<file path="config.mk">
export PLATFORM = sky130hd
export DESIGN_NAME = sim_exit_monitor
export DESIGN_NICKNAME = d
export VERILOG_FILES = /design/src/rtl/sim_exit_monitor.sv
export SDC_FILE = /design/constraint.sdc
export NUM_CORES = 1
export LEC_CHECK = 0
export ABC_CLOCK_PERIOD_IN_PS = 3500
export CELL_PAD_IN_SITES_DETAIL_PLACEMENT = 1
export CELL_PAD_IN_SITES_GLOBAL_PLACEMENT = 2
export CORE_ASPECT_RATIO = 0.9
export CORE_UTILIZATION = 29
export DETAILED_ROUTE_END_ITERATION = 8
export PLACE_DENSITY = 0.84
export RECOVER_POWER = 100
export SLEW_MARGIN = 20
export SYNTH_ARGS = -nofsm -noshare
export SYNTH_HDL_FRONTEND = slang
export SYNTH_SLANG_ARGS = --single-unit
</file>
<file path="constraint.sdc">
create_clock -name clock -period 3.5 [get_ports clock]
set_input_delay 0.525 -clock clock [delete_from_list [all_inputs] [get_ports clock]]
set_output_delay 0.525 -clock clock [all_outputs]
set_load 0.005 [all_outputs]
</file>
<file path="src/rtl/sim_exit_monitor.sv">
// Simulation exit monitor: watches harness completion, tohost writes, timeout and
// liveness, latches a cause-coded result, drains, then pulses a single finish request.
module sim_exit_monitor #(
  parameter int CYCLE_W      = 64,
  parameter int DRAIN_CYCLES = 16,
  parameter int EXIT_W       = 32
) (
  input  logic               clock,
  input  logic               reset_n,
  input  logic               harness_reset,
  input  logic [CYCLE_W-1:0] max_cycles,
  input  logic [CYCLE_W-1:0] watchdog_limit,
  input  logic               io_success,
  input  logic               tohost_valid,
  input  logic [63:0]        tohost_data,
  input  logic               heartbeat,
  output logic               running,
  output logic               done,
  output logic               finish_req,
  output logic               pass,
  output logic [1:0]         cause,
  output logic               hang,
  output logic [EXIT_W-1:0]  exit_code,
  output logic [CYCLE_W-1:0] cycle_count,
  output logic [1:0]         dbg_state
);

  localparam int DCNT_W = (DRAIN_CYCLES < 2) ? 1 : $clog2(DRAIN_CYCLES + 1);
  localparam logic [DCNT_W-1:0] DRAIN_LAST = DCNT_W'(DRAIN_CYCLES);

  localparam logic [1:0] CAUSE_NONE    = 2'd0;
  localparam logic [1:0] CAUSE_SUCCESS = 2'd1;
  localparam logic [1:0] CAUSE_TOHOST  = 2'd2;
  localparam logic [1:0] CAUSE_LIMIT   = 2'd3;

  typedef enum logic [1:0] {
    S_IDLE  = 2'd0,
    S_RUN   = 2'd1,
    S_DRAIN = 2'd2,
    S_DONE  = 2'd3
  } state_t;

  state_t             r_state;
  logic               r_running;
  logic               r_done;
  logic               r_finish;
  logic               r_pass;
  logic [1:0]         r_cause;
  logic               r_hang;
  logic [EXIT_W-1:0]  r_exit_code;
  logic [CYCLE_W-1:0] r_cycle_count;
  logic [CYCLE_W-1:0] r_idle_count;
  logic [DCNT_W-1:0]  r_drain_cnt;

  logic [CYCLE_W-1:0] w_cycle_next;
  logic [CYCLE_W-1:0] w_idle_cur;
  logic [CYCLE_W-1:0] w_idle_next;
  logic               w_ev_success;
  logic               w_ev_tohost;
  logic               w_ev_timeout;
  logic               w_ev_hang;
  logic               w_exit;
  logic [EXIT_W-1:0]  w_tohost_code;
  logic [1:0]         w_cause;
  logic               w_hang;
  logic               w_pass;
  logic [EXIT_W-1:0]  w_exit_code;
  logic               w_unused;

  // Counters saturate rather than wrap so a huge run can never alias a limit.
  assign w_cycle_next = (&r_cycle_count) ? r_cycle_count : r_cycle_count + 1'b1;

  // A heartbeat in this cycle zeroes the idle count before the watchdog compare.
  assign w_idle_cur  = heartbeat ? '0 : r_idle_count;
  assign w_idle_next = (&w_idle_cur) ? w_idle_cur : w_idle_cur + 1'b1;

  assign w_ev_success  = io_success;
  assign w_ev_tohost   = tohost_valid & tohost_data[0];
  assign w_ev_timeout  = (max_cycles != '0) && (r_cycle_count == max_cycles);
  assign w_ev_hang     = (watchdog_limit != '0) && (w_idle_cur == watchdog_limit);
  assign w_exit        = w_ev_success | w_ev_tohost | w_ev_timeout | w_ev_hang;
  assign w_tohost_code = tohost_data[EXIT_W:1];
  assign w_unused      = ^tohost_data;

  always_comb begin
    w_cause     = CAUSE_NONE;
    w_hang      = 1'b0;
    w_pass      = 1'b0;
    w_exit_code = '0;
    if (w_ev_success) begin
      w_cause     = CAUSE_SUCCESS;
      w_pass      = 1'b1;
    end else if (w_ev_tohost) begin
      w_cause     = CAUSE_TOHOST;
      w_exit_code = w_tohost_code;
      w_pass      = (w_tohost_code == '0);
    end else if (w_ev_timeout) begin
      w_cause     = CAUSE_LIMIT;
      w_exit_code = EXIT_W'(1);
    end else if (w_ev_hang) begin
      w_cause     = CAUSE_LIMIT;
      w_hang      = 1'b1;
      w_exit_code = EXIT_W'(2);
    end
  end

  always_ff @(posedge clock or negedge reset_n) begin
    if (!reset_n) begin
      r_state       <= S_IDLE;
      r_running     <= 1'b0;
      r_done        <= 1'b0;
      r_finish      <= 1'b0;
      r_pass        <= 1'b0;
      r_cause       <= CAUSE_NONE;
      r_hang        <= 1'b0;
      r_exit_code   <= '0;
      r_cycle_count <= '0;
      r_idle_count  <= '0;
      r_drain_cnt   <= '0;
    end else begin
      r_finish <= 1'b0;
      case (r_state)
        S_IDLE: begin
          if (!harness_reset) begin
            r_state   <= S_RUN;
            r_running <= 1'b1;
          end
        end
        S_RUN: begin
          if (harness_reset) begin
            r_state       <= S_IDLE;
            r_running     <= 1'b0;
            r_cycle_count <= '0;
            r_idle_count  <= '0;
            r_cause       <= CAUSE_NONE;
            r_hang        <= 1'b0;
            r_pass        <= 1'b0;
            r_exit_code   <= '0;
          end else begin
            r_cycle_count <= w_cycle_next;
            r_idle_count  <= w_idle_next;
            if (w_exit) begin
              r_state     <= S_DRAIN;
              r_running   <= 1'b0;
              r_cause     <= w_cause;
              r_hang      <= w_hang;
              r_pass      <= w_pass;
              r_exit_code <= w_exit_code;
              r_drain_cnt <= '0;
            end
          end
        end
        S_DRAIN: begin
          // Results are frozen here; only time passes until the finish pulse.
          r_cycle_count <= w_cycle_next;
          if (r_drain_cnt == DRAIN_LAST) begin
            r_state  <= S_DONE;
            r_done   <= 1'b1;
            r_finish <= 1'b1;
          end else begin
            r_drain_cnt <= r_drain_cnt + 1'b1;
          end
        end
        S_DONE: begin
          r_done <= 1'b1;
        end
        default: begin
          r_state <= S_IDLE;
        end
      endcase
    end
  end

  assign running     = r_running;
  assign done        = r_done;
  assign finish_req  = r_finish;
  assign pass        = r_pass;
  assign cause       = r_cause;
  assign hang        = r_hang;
  assign exit_code   = r_exit_code;
  assign cycle_count = r_cycle_count;
  assign dbg_state   = r_state;

endmodule
</file>
==> metrics.md <==
| Metric | Value |
|---|---|
| Setup TNS | `0 ns` |
| Critical path class | `in -> reg` |
| Flip-flop and latch area | `between 4000 and 5000 µm²` |
| Area taken by multi-input logic gates | `around 7300 µm²` |
| Synth Net Count | `1662` |
| P_int | `0.00346 W` |
| Clock Tree Buf Depth | `2` |
| Initial core utilization | `29.3%` |
| R2R Path End | `r_idle_count[61]` |
| Switching power | `between 0.001 and 0.0015 W` |
| RSZ-0062 raised after global routing | `no` |
| Worst-Skew Late Latency | `roughly 0.45 ns` |
| Cts-stage hold buffer count | `0` |
| Post-CTS Setup Inserts | `0` |
| Synth-to-layout area growth | `35.1%` |
| Clk sink count | `around 170` |
| Vias | `between 10000 and 15000` |
| Largest net degree at the start of global routing | `between 80 and 90` |
| Final period util | `around 94%` |
| Count of state elements after synthesis | `between 150 and 200` |
| 1st-pass router iterations | `5` |
| Die X-Extent | `219 µm` |
| Setup slack, reg-to-reg | `0.21 ns` |
| ANT nets after route | `0` |
| Total wire length | `around 51000 µm` |
| Clock Pin Slew Worst Setup and Hold Paths | `0.07 ns` |
| CTS tree | `yes` |
| Cells on Worst Hold Path | `1` |
| IR drop worst, VDD | `approximately 0.33 mV` |
| Met3 Use GR | `under 10%` |
| Row count | `71` |
| Total track usage | `about a quarter` |
| Min-delay worst type | `reg -> reg` |
| Yosys top cell by area | `dfrtp_1` |
| # fillers | `4971` |
| Max H-tree Level | `4` |
| Height of the chip | `roughly 200 µm` |
| Number of global-route vias before repair | `13400` |
| Top_reg_cell synth | `dfrtp_1` |
| Final Hold Violating Endpoints | `0` |
| I/O Pins | `just over 300` |
| Synthesis Warnings | `0` |
| Max FO, Critical Path | `31` |
| Most Crowded Layer GR | `met2` |
| Core Area | `between 40000 and 50000 µm²` |
| Design Power | `between 0.004 and 0.005 W` |
| Register area share after synthesis | `a little over a third` |
| Synth async-reset ratio | `between 90% and 100%` |
| IO buf count | `271` |
| Final setup fails | `0` |
| Critical Path End Type | `register` |
| Met1 usage | `33.4%` |
| Max_cap viols | `1` |
| Root Buffer | `clkbuf_16` |
| Post-route DRC | `0` |
| Clk pwr share | `44.8%` |
| DRT iter0 DRCs | `between 800 and 900` |
| Sw frac | `25.4%` |
| Top post-synthesis cells by area | `dfrtp_1, xnor2_1, nor2_1` |
| Cells after synthesis | `~1500` |
| Layout cell share with drive strength beyond 1 | `a little over 8%` |
| Worst Hold End | `exit_code[0]` |
| Final HPWL DP | `39200 µm` |
| Remaining Overflow, GRT | `0` |
| CP Data Arrival Time | `between 3 and 4 ns` |
| Die ar. | `~43000 µm²` |
| Leakage | `roughly 6.2 nW` |
| Syn_area_per_cell | `around 8.4 µm²` |
| CP startpoint kind | `input pin` |
| Status | `finished with violations` |
| First-pass GRT wire length | `between 70000 and 80000 µm` |
| Initial antenna violation count | `0` |
| Post-Route Skew | `roughly 0.015 ns` |
| NumNets Final | `around 2000` |
| Min-delay src | `exit_code[0]` |
| Yosys cell types | `89` |
| DP Area | `roughly 16000 µm²` |
| Fmax achieved | `303 MHz` |
| Relative slew slack | `-49.4%` |
| Tmin final | `between 3 and 4 ns` |
| Worst-Margin Slew | `around 2.2 ns` |
| Finished Cell Area | `around 17000 µm²` |
| Failing checks | `max-capacitance violations, max-slew violations` |
| Routed len/inst | `around 22 µm` |
| Inserted Diodes | `0` |
| Power Dens Cells | `between 200 and 300 nW/µm²` |
| Drt via density | `approximately 5.6` |
| Gpl congestion | `0.920` |
| CTS Buf Count | `17` |
| Max-slew violation count | `81` |
| Reg2reg start | `r_idle_count[12]` |
| Seq pwr share | `about 43%` |
| R2R cell count | `9` |
| Critical path data required time | `3.88 ns` |
| Post-CTS resize count | `0` |
| Comb pwr share | `between 10% and 20%` |
| Area share of the largest cell type after synthesis | `roughly 36%` |
| Met2 GRT Util | `between 30% and 40%` |
| Post-Syn Area | `around 12000 µm²` |
| EDFF count, synth | `0` |
[cells in the final DEF (no fill, tap or decap), types with 17 or more instances in the layout]
master and n:
nand2_1 129, inv_1 26, buf_4 76, o2bb2ai_1 17
xor2_1 36, a21oi_1 32, nor2_1 175, nand3_1 75
a31oi_1 35, nand4_1 71, nor4bb_1 23, o21ai_0 96
clkbuf_1 21, clkbuf_16 17, nor4_1 56, dlygate4sd3_1 99
xnor2_1 115, dfrtp_1 174, a22o_1 54, and3_1 21
mux2i_1 22, clkdlybuf4s50_1 170, nor3_1 31
[area by class of cell]
type | instances | share of cell area (%)
tap | 547 | 4.13
sequential | 174 | 26.3
multi-input combinational | 1164 | 44.3
clock inverter | 12 | 0.975
inverter | 28 | 0.635
timing repair buffer | 378 | 20.9
clock buffer | 20 | 2.76
[worst max-delay path by stage]
stage / from / end
after floorplan: heartbeat / r_idle_count[21]
after global placement: watchdog_limit[6] / r_drain_cnt[0]
after detailed placement: watchdog_limit[5] / r_drain_cnt[0]
after CTS: cycle_count[17] / cycle_count[19]
after global routing: watchdog_limit[5] / exit_code[17]
final: watchdog_limit[5] / exit_code[20]
[power groups by stage]
| stage | sequential (W) | clock, W | combinational, W |
|---|---|---|---|
| after detailed placement | 0.00205 | 0 | 0.000551 |
| after floorplan | 0.00205 | 0 | 0.000155 |
| after CTS | 0.00201 | 0.00211 | 0.000555 |
| after global routing | 0.00201 | 0.00218 | 0.000586 |
| final | 0.00201 | 0.00208 | 0.000546 |
| after global placement | 0.00205 | 0 | 0.000539 |
[flip-flops by register name, indices dropped and copies added, names as in the netlist]
signal,count
cycle_count,64
done,1
dbg_state,2
r_idle_count,64
cause,2
finish_req,1
r_drain_cnt,5
hang,1
exit_code,32
pass,1
running,1
[cells in the mapped netlist, drive strengths merged (25+ instances only)]
| master | instances |
|---|---|
| xnor2 | 115 |
| a31oi | 35 |
| clkbuf | 74 |
| a21oi | 32 |
| nand3 | 76 |
| nor3 | 33 |
| nand2 | 129 |
| inv | 27 |
| dfrtp | 174 |
| nor2 | 175 |
| nand4 | 72 |
| a22o | 54 |
| o21ai | 96 |
| and3 | 25 |
| xor2 | 36 |
| nor4 | 57 |
[critical path: stages]
cell,delay [ns]
dlygate4sd3_1,0.59
nor4_1,0.46
buf_4,0.20
nand4_1,0.09
or4_1,0.49
nand4_1,0.11
nor4_1,0.05
clkbuf_1,0.21
nand2_1,0.22
a31o_2,0.18
clkbuf_4,0.35
a22o_1,0.20
[through the flow]
step                      instances  utilization, %  hold WS (ns)  setup WS (ns)
after floorplan                1454               -         0.229         0.0148
after global placement         2291            38.5         0.459         0.0453
after detailed placement       2291            38.5         0.474         0.0381
after CTS                      2323            40.0         0.148          0.352
after global routing           2323            39.7         0.508         0.0716
final                          2323            39.7         0.476          0.202
[cells by family after synthesis]
| kind of cell | Yosys count | synth area share [%] |
|---|---|---|
| simple gates | 684 | 29.8 |
| compound gates | 297 | 16.5 |
| flops | 174 | 35.5 |
| xor+xnor | 151 | 10.8 |
| buf+inv | 116 | 4.53 |
| mux | 22 | 1.80 |
| fa+ha+maj | 10 | 1.02 |
[metal layers]
metal / part of all wire [%] / up-vias
met5: 0 / -
met4: 1.6 / 0
met3: 5.2 / 54
met2: 46 / 402
met1: 47 / 6634
li1: - / 6002
Power figures use the tool's default switching activity.
